[src/rtl/sram_burst_streamer.sv]
// sram_burst_streamer: burst controller for a single-port 1-cycle-latency SRAM macro
// Converts a base/length command into a valid/ready read stream with full backpressure,
// using a 2-entry output FIFO and credit-based issue to sustain 1 word/cycle.
// Optional write bursts are compiled in when STREAMER_WRITE_EN is defined.
//
// Ports:
//   reset                      asynchronous active-low reset
//   CLK                        clock
//   cmd_valid/cmd_ready        command handshake (ready only in IDLE)
//   cmd_addr, cmd_len          base word address, burst length minus one
//   cmd_write                  write burst select (STREAMER_WRITE_EN only)
//   in_valid/in_ready/in_data  write data stream (STREAMER_WRITE_EN only)
//   out_valid/out_ready        read stream handshake
//   out_data, out_last         read word, final-word marker
//   sram_CEB, sram_WEB         active-low chip / write enable
//   sram_A, sram_D, sram_Q     SRAM address, write data, read data
//   busy, done                 not-idle flag, one-cycle end-of-burst pulse
module sram_burst_streamer #(
    parameter int numWord = 2048,
    parameter int numBit  = 32,
    parameter int LW      = 12,
    localparam int AW     = $clog2(numWord)
) (
    input  logic              reset,
    input  logic              CLK,
    input  logic              cmd_valid,
    output logic              cmd_ready,
    input  logic [AW-1:0]     cmd_addr,
    input  logic [LW-1:0]     cmd_len,
`ifdef STREAMER_WRITE_EN
    input  logic              cmd_write,
    input  logic              in_valid,
    output logic              in_ready,
    input  logic [numBit-1:0] in_data,
`endif
    output logic              out_valid,
    input  logic              out_ready,
    output logic [numBit-1:0] out_data,
    output logic              out_last,
    output logic              sram_CEB,
    output logic              sram_WEB,
    output logic [AW-1:0]     sram_A,
    output logic [numBit-1:0] sram_D,
    input  logic [numBit-1:0] sram_Q,
    output logic              busy,
    output logic              done
);
    typedef enum logic [1:0] {IDLE, READ, DRAIN, WRITE} state_t;
    state_t state, state_nx;
    logic [AW-1:0]     addr, a_hold;
    logic [LW-1:0]     remaining;
    logic              inflight, inflight_last;
    logic [numBit-1:0] mem_d [2];
    logic              mem_l [2];
    logic              wp, rp;
    logic [1:0]        count;
    logic [2:0]        credit;
    logic              accept, pop, issue, last_pop, done_r;
    logic              go_write, wr;
    logic [numBit-1:0] wdata;
`ifdef STREAMER_WRITE_EN
    assign go_write = cmd_write;
    assign wr       = state == WRITE && in_valid;
    assign wdata    = in_data;
`else
    assign go_write = 1'b0;
    assign wr       = 1'b0;
    assign wdata    = '0;
`endif
    assign accept   = cmd_valid && state == IDLE;
    assign pop      = count != 2'd0 && out_ready;
    // Words already buffered plus the one in the SRAM pipe, net of this cycle's pop,
    // must leave room in the FIFO for the word being issued now.
    assign credit   = {1'b0, count} + 3'(inflight) - 3'(pop);
    assign issue    = state == READ && credit < 3'd2;
    assign last_pop = pop && mem_l[rp];

    always_ff @(posedge CLK or negedge reset)
        if (!reset) state <= IDLE;
        else        state <= state_nx;

    always_comb begin
        state_nx = state;
        case (state)
            IDLE:    if (accept) state_nx = go_write ? WRITE : READ;
            READ:    if (issue && remaining == '0) state_nx = DRAIN;
            DRAIN:   if (last_pop) state_nx = IDLE;
            WRITE:   if (wr && remaining == '0) state_nx = IDLE;
            default: state_nx = IDLE;
        endcase
    end

    always_comb begin
        cmd_ready = state == IDLE;
        busy      = state != IDLE;
        out_valid = count != 2'd0;
        out_data  = mem_d[rp];
        out_last  = count != 2'd0 && mem_l[rp];
        sram_CEB  = !(issue || wr);
        sram_WEB  = !wr;
        sram_A    = (issue || wr) ? addr : a_hold;
        sram_D    = wr ? wdata : '0;
        done      = done_r;
`ifdef STREAMER_WRITE_EN
        in_ready  = state == WRITE;
`endif
    end

    always_ff @(posedge CLK or negedge reset)
        if (!reset) begin
            addr          <= '0;
            a_hold        <= '0;
            remaining     <= '0;
            inflight      <= 1'b0;
            inflight_last <= 1'b0;
            mem_d[0]      <= '0;
            mem_d[1]      <= '0;
            mem_l[0]      <= 1'b0;
            mem_l[1]      <= 1'b0;
            wp            <= 1'b0;
            rp            <= 1'b0;
            count         <= 2'd0;
            done_r        <= 1'b0;
        end else begin
            if (accept) begin
                addr      <= cmd_addr;
                remaining <= cmd_len;
            end else if (issue || wr) begin
                addr      <= addr + AW'(1);
                remaining <= remaining - LW'(1);
            end
            if (issue || wr) a_hold <= addr;
            // SRAM returns the word one cycle after the issue edge; capture it then.
            inflight <= issue;
            if (issue) inflight_last <= remaining == '0;
            if (inflight) begin
                mem_d[wp] <= sram_Q;
                mem_l[wp] <= inflight_last;
                wp        <= ~wp;
            end
            if (pop) rp <= ~rp;
            count  <= count + 2'(inflight) - 2'(pop);
            done_r <= (state == DRAIN && last_pop) || (wr && remaining == '0);
        end
endmodule

[config.mk]
export PLATFORM = sky130hd
export DESIGN_NAME = sram_burst_streamer
export DESIGN_NICKNAME = d
export VERILOG_FILES = /design/src/rtl/sram_burst_streamer.sv
export SDC_FILE = /design/constraint.sdc
export NUM_CORES = 1
export LEC_CHECK = 0
export BUFFER_PORTS_ARGS = -buffer_cell sky130_fd_sc_hd__buf_2
export CAP_MARGIN = 20
export CORE_ASPECT_RATIO = 1.75
export CORE_UTILIZATION = 40
export CTS_CLUSTER_DIAMETER = 50
export DETAILED_ROUTE_END_ITERATION = 8
export GPL_TIMING_DRIVEN = 0
export PLACE_DENSITY_LB_ADDON = 0.2
export SYNTH_ARGS = -nofsm -noshare
export SYNTH_HDL_FRONTEND = slang
export SYNTH_SLANG_ARGS = --single-unit
[constraint.sdc]
create_clock -name CLK -period 8.68 [get_ports CLK]
set_input_delay 0.434 -clock CLK [delete_from_list [all_inputs] [get_ports CLK]]
set_output_delay 0.434 -clock CLK [all_outputs]
set_load 0.05 [all_outputs]
==> run summary <==
Logic synthesis
• 5250 um2 — area of the mapped netlist
• 0 — count of flip-flops with a built-in enable after synthesis
• 44 — Distinct cells, synth
• 109 — number of synthesized register bits
• 100% — fraction of registers with async set/reset
• 12.3 um2 — Post-Syn Area per Cell
• sky130_fd_sc_hd__dfrtp_1 52%, sky130_fd_sc_hd__mux2_2 23%, sky130_fd_sc_hd__buf_4 4.7%, sky130_fd_sc_hd__xor2_1 2.0%, sky130_fd_sc_hd__ha_1 1.9% — leading post-synthesis cells by cell area
• sky130_fd_sc_hd__dfrtp_1 — post-synthesis cell type with the largest combined area
• 427 — number of instances in the synthesized netlist
• sky130_fd_sc_hd__dfrtp_1 — prevailing post-synth register cell
• 52.0% — register area share after synthesis
• 0 — count of warnings emitted by yosys
• 52.0% — share of the synthesized area in the top cell type

Timing
• 54.8% — worst slew margin relative to its limit
• 0 — final count of pins violating max slew
• 4.32 ns — worst setup slack after layout
• 229 MHz — Fmax
• 0.00792 ns — clock tree skew after final layout
• 0 — number of failing setup endpoints in the final timing report
• 0 — number of hold violations in the final report
• 0.0765 ns — worst hold slack across all endpoints
• false — RSZ-0062 raised after global routing
• 4.36 ns — shortest period the worst path allows
• 0.678 ns — transition time at the pin with the least slew margin
• 50.3% — crit share post-route
• 0 ns — final setup TNS

Place
• 8.40 mm — half-perimeter wire length of the detailed placement result
• 0.845 — gp weighted congestion
• 4.59 ns — pre-CTS setup slack
• 107 — number of port buffers

Critical path
• 5 — Critical path buffers and inverters
• reg2out — Worst Setup Path Type
• 0.60 ns — Critical Path Max Stage Delay
• 8.25 ns — critical path data required time
• sky130_fd_sc_hd__fa_1 — worst-path cell with the longest stage delay
• flip-flop — launching element type of the critical path
• adder cells — delay-heaviest family, CP
• output pin — sort of element at the end of the critical path
• 3.93 ns — data arrival time at the worst-slack endpoint
• 10 — CP max FO
• o21ai_0, inv_1, ha_1, inv_1, ha_1, fa_1, nor2b_1, clkbuf_1, nand2_1, clkbuf_1, mux2_2, buf_2 — CP Cell Sequence

Routing
• 3,606 — count of vias placed by the detailed router
• met4 — top routing layer in use
• 14.8 um — detail-routed net length per standard cell
• 6.10 mm — Met2 Wirelength
• 415 um — routed wire length on met3
• 4.37 mm — wl on met1
• 84 — 1st-iter DRT viols
• 11.1 mm — wire length reported by the detailed router
• 4 — First-pass DRT Iterations
• 0 — remaining number of nets flagged by the antenna check after routing
• 0 — number of remaining DRC errors
• 4.79 — routed via count divided by cell count

Floorplanning
• 141 — top-level port count
• 40.8% — Starting Density
• 88.6 um — overall die width
• 55 — placement row count
• 154 um — die span in y
• 13,600 um2 — die area
• 12,900 um2 — Core Area

GRT
• 17.3% — GRT Util Overall
• 3,749 — vias in the first global route
• 70 — largest net degree at the start of global routing
• 18.2 mm — first-pass GRT wire length
• 0 — sum of overflow across all layers after global routing
• 0 — initial antenna violation count

Layout
• 22.4% — area growth from synthesis to layout
• 645 — NumNets Final
• 0 — ANT cells
• 46.7% — fraction of final layout cells sized beyond drive strength 1

CTS
• 109 — count of clock tree sinks
• 0 — buffers inserted by post-CTS timing repair
• 0.34 ns — worst-skew pair later-pin latency
• yes — CTS tree
• 9 — Num CTS Buffers
• sky130_fd_sc_hd__clkbuf_16 — cell at the root of the clock tree
• 0 — number of buffers added to fix hold violations after cts
• 0 — CTS resizes
• 0.08 ns — clock input transition at the sequential cells of the worst setup and hold paths
• 2 — Clock Tree Buf Depth
• 3 — H-tree depth

Outcome
• complete, no violations — status

Flow run
• 0 — # Max-Cap Violations

Hold path
• in2async — class of the worst hold path

==> worst register-to-register path, cell delays in order, from the launching register on <==
cell                       delay [ns]
sky130_fd_sc_hd__dfrtp_1         0.42
sky130_fd_sc_hd__o21ai_0         0.44
sky130_fd_sc_hd__inv_1           0.09
sky130_fd_sc_hd__ha_1            0.29
sky130_fd_sc_hd__inv_1           0.04
sky130_fd_sc_hd__ha_1            0.18
sky130_fd_sc_hd__fa_1            0.54
sky130_fd_sc_hd__nor2b_1         0.14
sky130_fd_sc_hd__clkbuf_1        0.29
sky130_fd_sc_hd__nand2_1         0.16
sky130_fd_sc_hd__clkbuf_1        0.31
sky130_fd_sc_hd__o41ai_1         0.39
sky130_fd_sc_hd__a31oi_1         0.13
==> per-stage QoR <==
| step | util (%) | std cells | cell area [um2] |
|---|---|---|---|
| finish | 49.9 | 753 | 6430 |
| global route | 49.9 | 753 | 6430 |
| CTS | 49.9 | 753 | 6430 |
| detailed placement | 47.8 | 737 | 6150 |
| global placement | 47.5 | 736 | 6120 |
| floorplan | - | 458 | 5370 |
==> registers in the layout, summed over array words and instances, names as in the netlist <==
name           flops
remaining         12
wp                 1
state              2
mem_d             64
rp                 1
addr              11
a_hold            11
count              2
inflight_last      1
inflight           1
mem_l              2
done               1
==> path summary, 6_finish.rpt <==
path | start | slack (ns) | cells past startpoint | to
max | count[1] | 4.32 | 12 | sram_A[7]
min | reset | 0.08 | 1 | mem_d[48]
max reg2reg | count[1] | 5.11 | 12 | remaining[6]
min reg2reg | a_hold[2] | 0.48 | 2 | a_hold[2]
max in group asynchronous | reset | 7.86 | 2 | remaining[7]
min in group CLK | sram_Q[4] | 0.34 | 2 | mem_d[36]
==> layout make-up <==
cell class,instances,area [um2]
repair buffers,108,566
inverters,14,52.6
multi-input cells,282,2260
well taps,171,214
flip-flops and latches,109,2730
clock buffers,9,225
plain buffers,53,327
clock inverters,7,56.3
fillers,1242,6440
==> cells in the final DEF (no fill, tap or decap), types with 2 or more instances in the layout <==
cell                          n
sky130_fd_sc_hd__xor2_1      12
sky130_fd_sc_hd__nor3b_1      2
sky130_fd_sc_hd__conb_1      33
sky130_fd_sc_hd__clkbuf_16    9
sky130_fd_sc_hd__o31ai_1      2
sky130_fd_sc_hd__mux2_2     108
sky130_fd_sc_hd__o21ai_0      5
sky130_fd_sc_hd__clkinv_2     2
sky130_fd_sc_hd__nor2_1      24
sky130_fd_sc_hd__or3_1        3
sky130_fd_sc_hd__dfrtp_1    109
sky130_fd_sc_hd__buf_2      109
sky130_fd_sc_hd__nor2b_1      2
sky130_fd_sc_hd__nand2_1     11
sky130_fd_sc_hd__or4_1        3
sky130_fd_sc_hd__nor3_1       2
sky130_fd_sc_hd__inv_1       14
sky130_fd_sc_hd__nand4_1      4
sky130_fd_sc_hd__inv_6        3
sky130_fd_sc_hd__buf_4       34
sky130_fd_sc_hd__and4_1       2
sky130_fd_sc_hd__nand3_1      9
sky130_fd_sc_hd__ha_1         8
sky130_fd_sc_hd__a31oi_1      8
sky130_fd_sc_hd__mux2i_1      3
sky130_fd_sc_hd__buf_1        5
sky130_fd_sc_hd__xnor2_1      6
sky130_fd_sc_hd__a21oi_1     17
sky130_fd_sc_hd__clkbuf_1    12
==> Yosys cell counts, types with 3 or more instances <==
master                     number
sky130_fd_sc_hd__nand4_1        4
sky130_fd_sc_hd__inv_1         14
sky130_fd_sc_hd__xor2_1        12
sky130_fd_sc_hd__mux2_2       108
sky130_fd_sc_hd__buf_1          5
sky130_fd_sc_hd__nor2_1        24
sky130_fd_sc_hd__nand2_1       11
sky130_fd_sc_hd__a31oi_1        8
sky130_fd_sc_hd__clkbuf_1      12
sky130_fd_sc_hd__mux2i_1        3
sky130_fd_sc_hd__nand3_1        9
sky130_fd_sc_hd__dfrtp_1      109
sky130_fd_sc_hd__a21oi_1       17
sky130_fd_sc_hd__ha_1           8
sky130_fd_sc_hd__buf_4         33
sky130_fd_sc_hd__xnor2_1        6
sky130_fd_sc_hd__or4_1          3
sky130_fd_sc_hd__or3_1          3
sky130_fd_sc_hd__buf_2          3
sky130_fd_sc_hd__o21ai_0        5
==> metal layers <==
layer,vias to the layer above,GRT usage [%]
met1,1771,19.3
met4,0,5.91
met3,14,3.44
met2,100,31.7
li1,1721,-
met5,-,0
==> cell families (layout without fill, tap and decap cells) <==
logic type	count (synthesis)	count (layout)	synth area share, %
mux	111	111	23.7
flops	109	109	52.0
simple gates	72	72	7.15
buf+inv	67	191	7.22
compound gates	39	39	4.50
xor+xnor	18	18	3.00
fa+ha+maj	9	9	2.29
other cells	2	33	0.143
Power is left out: the tool's default activity adds up to more than one toggle a clock period on the data nets, which glitch-free logic cannot reach.
